### src/rtl/norm_pkg.sv
// rtl/norm_pkg.sv - shared constants and types for the LZC normalizer pipeline
package norm_pkg;

    localparam int WIDTH_DEF = 36;
    localparam int EW_DEF    = 7;
    localparam int ADJ_DEF   = 13;
    localparam int EMIN_DEF  = 1;
    localparam int CW_DEF    = $clog2(WIDTH_DEF + 1);

    // Default-width views; the top re-derives both from its own parameters.
    typedef logic signed [EW_DEF+1:0] exp_full_t;

    typedef struct packed {
        logic [WIDTH_DEF-1:0] mant;
        logic [EW_DEF-1:0]    exp;
        logic                 denorm;
        logic [CW_DEF-1:0]    zc;
        logic                 zero;
    } s1_payload_t;

endpackage

### src/rtl/lzc_tree.sv
// rtl/lzc_tree.sv - combinational leading-zero counter, returns WIDTH for zero input
module lzc_tree #(
    parameter int  WIDTH = 36,
    localparam int CW    = $clog2(WIDTH + 1)
) (
    input  logic [WIDTH-1:0] mant,
    output logic [CW-1:0]    zc
);

    // Scanning upward lets the highest set bit win.
    always_comb begin
        zc = CW'(WIDTH);
        for (int i = 0; i < WIDTH; i++) begin
            if (mant[i]) zc = CW'(WIDTH - 1 - i);
        end
    end

endmodule

### src/rtl/lzc_norm_pipe.sv
// rtl/lzc_norm_pipe.sv - two-stage pipelined leading-zero normalizer with valid/ready
module lzc_norm_pipe
    import norm_pkg::*;
#(
    parameter int  WIDTH = WIDTH_DEF,
    parameter int  EW    = EW_DEF,
    parameter int  ADJ   = ADJ_DEF,
    parameter int  EMIN  = EMIN_DEF,
    localparam int CW    = $clog2(WIDTH + 1)
) (
    input  logic             clk,
    input  logic             reset,
    input  logic             in_valid,
    output logic             in_ready,
    input  logic [WIDTH-1:0] in_mant,
    input  logic [EW-1:0]    in_exp,
    input  logic             in_denorm_en,
    output logic             out_valid,
    input  logic             out_ready,
    output logic [WIDTH-1:0] out_mant,
    output logic [EW-1:0]    out_exp,
    output logic [CW-1:0]    out_zcnt,
    output logic             out_zero,
    output logic             out_uflow,
    output logic             out_ovfl
);

    typedef logic signed [EW+1:0] exp_t;

    typedef struct packed {
        logic [WIDTH-1:0] mant;
        logic [EW-1:0]    exp;
        logic             denorm;
        logic [CW-1:0]    zc;
        logic             zero;
    } s1_t;

    logic             s1_valid, s2_valid;
    logic             s1_adv, s2_adv;
    logic [CW-1:0]    zc;
    s1_t              s1_q;

    exp_t             e_full, lim;
    logic [CW-1:0]    shamt;
    logic [WIDTH-1:0] n_mant;
    logic [EW-1:0]    n_exp;
    logic             n_uflow, n_ovfl;

    lzc_tree #(.WIDTH(WIDTH)) u_lzc (
        .mant (in_mant),
        .zc   (zc)
    );

    assign s2_adv    = !s2_valid || out_ready;
    assign s1_adv    = !s1_valid || s2_adv;
    assign in_ready  = s1_adv;
    assign out_valid = s2_valid;

    always_comb begin
        e_full  = exp_t'(s1_q.exp) + exp_t'(ADJ) - exp_t'(s1_q.zc);
        lim     = exp_t'(s1_q.exp) + exp_t'(ADJ) - exp_t'(EMIN);
        shamt   = s1_q.zc;
        n_exp   = e_full[EW-1:0];
        n_uflow = e_full < exp_t'(EMIN);
        n_ovfl  = e_full > exp_t'((1 << EW) - 1);
        // Denormal mode clamps the shift so the exponent bottoms out at EMIN.
        if (s1_q.denorm) begin
            if (exp_t'(s1_q.zc) > lim) begin
                shamt   = (lim < 0) ? '0 : lim[CW-1:0];
                n_exp   = EW'(EMIN);
                n_uflow = 1'b1;
            end else begin
                n_uflow = 1'b0;
            end
        end
        n_mant = s1_q.mant << shamt;
        if (s1_q.zero) begin
            n_mant  = '0;
            n_exp   = '0;
            n_uflow = 1'b0;
            n_ovfl  = 1'b0;
        end
    end

    always_ff @(posedge clk) begin
        if (reset) begin
            s1_valid  <= 1'b0;
            s2_valid  <= 1'b0;
            s1_q      <= '0;
            out_mant  <= '0;
            out_exp   <= '0;
            out_zcnt  <= '0;
            out_zero  <= 1'b0;
            out_uflow <= 1'b0;
            out_ovfl  <= 1'b0;
        end else begin
            if (s1_adv) begin
                s1_valid <= in_valid;
                if (in_valid) begin
                    s1_q <= '{mant: in_mant, exp: in_exp, denorm: in_denorm_en,
                              zc: zc, zero: (in_mant == '0)};
                end
            end
            if (s2_adv) begin
                s2_valid <= s1_valid;
                if (s1_valid) begin
                    out_mant  <= n_mant;
                    out_exp   <= n_exp;
                    out_zcnt  <= s1_q.zc;
                    out_zero  <= s1_q.zero;
                    out_uflow <= n_uflow;
                    out_ovfl  <= n_ovfl;
                end
            end
        end
    end

endmodule
### config.mk
export PLATFORM = sky130hd
export DESIGN_NAME = lzc_norm_pipe
export DESIGN_NICKNAME = d
export VERILOG_FILES = /design/src/rtl/norm_pkg.sv /design/src/rtl/lzc_tree.sv /design/src/rtl/lzc_norm_pipe.sv
export SDC_FILE = /design/constraint.sdc
export NUM_CORES = 1
export LEC_CHECK = 0
export ABC_CLOCK_PERIOD_IN_PS = 7300
export BUFFER_PORTS_ARGS = -buffer_cell sky130_fd_sc_hd__buf_2
export CAP_MARGIN = 15
export CORE_MARGIN = 1.5
export CORE_UTILIZATION = 60
export DETAILED_ROUTE_END_ITERATION = 7
export HOLD_SLACK_MARGIN = 0.06
export PLACE_DENSITY_LB_ADDON = 0.05
export SETUP_SLACK_MARGIN = 0.1
export SYNTH_ARGS = -nofsm -noshare
export SYNTH_HDL_FRONTEND = slang
export SYNTH_HIERARCHICAL = 1
export SYNTH_SLANG_ARGS = --single-unit
### constraint.sdc
create_clock -name clk -period 7.3 [get_ports clk]
set_input_delay 0.365 -clock clk [delete_from_list [all_inputs] [get_ports clk]]
set_output_delay 0.365 -clock clk [all_outputs]
set_load 0.05 [all_outputs]
==> results.cfg <==
[global_route]
grt_pass1_vias = 7014
gr-total-overflow = 0
antenna_found_initial = 0
grt_first_pass_wirelength_um = 37700
grt_max_degree = 72
grt_usage_pct = 37.6

[clock_tree]
clock_path_buffers = 2
root_buffer = clkbuf_16
clkTransAtPathRegs_ps = 70
postCtsSetupBuffers = 0
insertion_delay_ps = 360
htreeDepth = 3
cts_tree = yes
cts_resized = 0
cts_buffers = 9
postCtsHoldBufs = 0
clkSinkCount = 105

[floorplan]
core_mm2 = 0.0116
io_pins = 102
die_height_um = 112
initial_core_util_pct = 62.2
dieArea_mm2 = 0.0127
rows = 39
die_x_um = 112

[yosys]
ys_seq_area_share_pct = 29.2
async_flop_share_pct = 0
synthTopCellsByCount = nand2_1 (178), dfxtp_1 (105), a21oi_1 (101)
yosys_register_bits = 105
synth_xor_area_share_pct = 1.44
synth_top_family_by_area = compound AO/OA/AOI/OAI gates
synth_ff_type = dfxtp_1
synthAdderAreaFrac_pct = 2.89
yosysTopAreaCell = dfxtp_1
yosysUniqueCellTypes = 86
netlist.area_leader.share_pct = 29.2
synth_area_leaders = dfxtp_1 (29%), nand2_1 (9.3%), mux2i_1 (8.2%)
synthCells = 913
ys.warnings.count = 6
synth_edf_count = 0
syn_area_mm2 = 0.00719
synth.most_common_cell = nand2_1
yosys-mux-area-fraction_pct = 12.2
avgSynthCellArea_um2 = 7.88
yosys.area_share.simple_pct = 20.7
synth_compound_area_share_pct = 28.6
syn-num-nets = 977

[sta]
finClkSkew_ps = 10.2
finalHoldViolCount = 0
relSlewSlack_pct = 22.8
fin_crit_sh_pct = 76.8
finalWorstSetupSlack_ps = 1700
tightest_slew_ps = 1150
fmax_mhz = 178
finalSetupViolations = 0
fin_setup_tns_ps = 0
period_minus_slack_ps = 5600
drv_slew = 0
grt_setup_unrepaired = false

[route]
routed_wl_um = 23700
drcViolationCount = 12
drt_iter0_drc = 849
dr.pass1.iters = 8
avgRoutedWirePerCell_um = 21.0
num_vias = 7705
viasPerCell = 6.82
ant_nets = 0

[power_and_ir_drop]
leakage_uw = 0.00345
power_density_mw_per_mm2 = 179
ir_worst_vdd_uv = 144
power_uw = 1430

[placed_design]
hpwl_um = 17700
place.port_buffers = 101
dp_slack_ps = 1650
gp_congestion = 0.948

[job]
maxCapViolCount = 0

[critical_path]
critPathLaunch = s1_q[8]$_SDFFE_PP0P_
r2r_end = out_mant[30]$_SDFFE_PP0P_
cp.arrival_ps = 5890
reg2reg_depth = 17
worst_setup_path_end_kind = register
endpoint = out_mant[30]$_SDFFE_PP0P_
r2r-start = s1_q[8]$_SDFFE_PP0P_
ff2ff_setup_slack_ps = 1700
worstPathRequired_ps = 7580
critPathLaunchType = register
worstSetupPathType = reg2reg
path_max_fanout = 16

[final_layout]
layout.nets = 1046
drive_gt1_share_pct = 16.5
diodes = 0
area_growth_pct = 10.9

[run_status]
status = finished, violations left
violations = DRC

[hold_path]
worstHoldPathType = in2reg
## cell families (layout without fill, tap and decap cells)
group,Yosys count,count (layout)
fa+ha+maj,16,16
simple gates,340,340
mux,76,76
buf+inv,75,148
xor+xnor,11,11
compound gates,290,290
flops,105,105
## per-stage QoR
stage                     instances  hold WS [ps]  instance area (um2)  utilization (%)
final                          1129           247                 7980             69.0
after global routing           1129           253                 7980             69.0
after CTS                      1128           245                 7960             68.8
after detailed placement       1113           444                 7680             66.4
after global placement         1113           438                 7680             66.4
after floorplan                 913           433                 7190                -
## worst min path at each step
stage                              from                       end  slack (ps)  cells past startpoint
4_1_cts                       in_exp[5]     s1_q[13]$_SDFFE_PP0P_         240                      3
3_3_place_gp   out_mant[8]$_SDFFE_PP0P_  out_mant[8]$_SDFFE_PP0P_         440                      2
2_1_floorplan     s1_q[50]$_SDFFE_PP0P_     s1_q[50]$_SDFFE_PP0P_         430                      2
3_5_place_dp   out_zcnt[0]$_SDFFE_PP0P_  out_zcnt[0]$_SDFFE_PP0P_         440                      2
6_report                      in_exp[6]     s1_q[14]$_SDFFE_PP0P_         250                      3
5_1_grt                        in_valid     s1_valid$_SDFFE_PP0N_         250                      3
## worst max-delay path, stage by stage, from the launching register on
cell	delay (ps)
dfxtp_1	660
ha_1	430
nand2_1	90
o211ai_1	360
nand3_1	160
nor2b_1	180
ha_1	290
nand4_1	130
or2_2	300
a31oi_1	300
a31o_4	180
o21a_1	390
mux2i_4	650
nand2_1	270
or3_1	500
a221oi_1	250
o21ai_1	210
a31oi_1	170
## where the power goes
group	switching (uW)	total, uW	internal (uW)
sequential	33.4	632	599
combinational	216	325	109
clock	204	468	264
## cells in the final DEF (no fill, tap or decap), types with 7 or more instances in the layout
cell type and n:
mux2_2 8, nor4_1 20, nor2_1 75, o211ai_1 8, a21oi_1 101, clkbuf_16 9, a22oi_1 32, buf_2 101
ha_1 15, a32oi_1 7, nand3_1 12, a21o_1 8, mux4_2 7, nand2_1 178, a22o_1 13, dfxtp_1 105
nor3_1 11, mux2i_1 59, inv_1 21, buf_4 10, a31oi_1 8, o21ai_0 23
## sequential cells by signal, indices dropped and copies added (netlist names)
register,flops
s1_valid,1
out_zcnt,6
out_zero,1
out_mant,36
out_valid,1
out_ovfl,1
out_exp,7
out_uflow,1
s1_q,51
## area by class of cell
| type | instances | area [um2] |
|---|---|---|
| Multi-Input combinational cell | 733 | 4740 |
| Fill cell | 1031 | 3590 |
| Sequential cell | 105 | 2100 |
| Timing Repair Buffer | 112 | 601 |
| Clock buffer | 12 | 236 |
| Tap cell | 143 | 179 |
| Inverter | 21 | 78.8 |
| Clock inverter | 3 | 42.5 |
## metal layers
| metal | wire length (um) | share of wire [%] | vias to the layer above | track usage (%) |
|---|---|---|---|---|
| li1 | - | - | 3516 | - |
| met1 | 10100 | 42 | 3590 | 52.0 |
| met2 | 10200 | 43 | 520 | 57.2 |
| met3 | 2470 | 10 | 79 | 6.70 |
| met4 | 969 | 4.1 | 0 | 17.6 |
| met5 | 0 | 0 | - | 0 |
(Power assumes the default switching activity.)
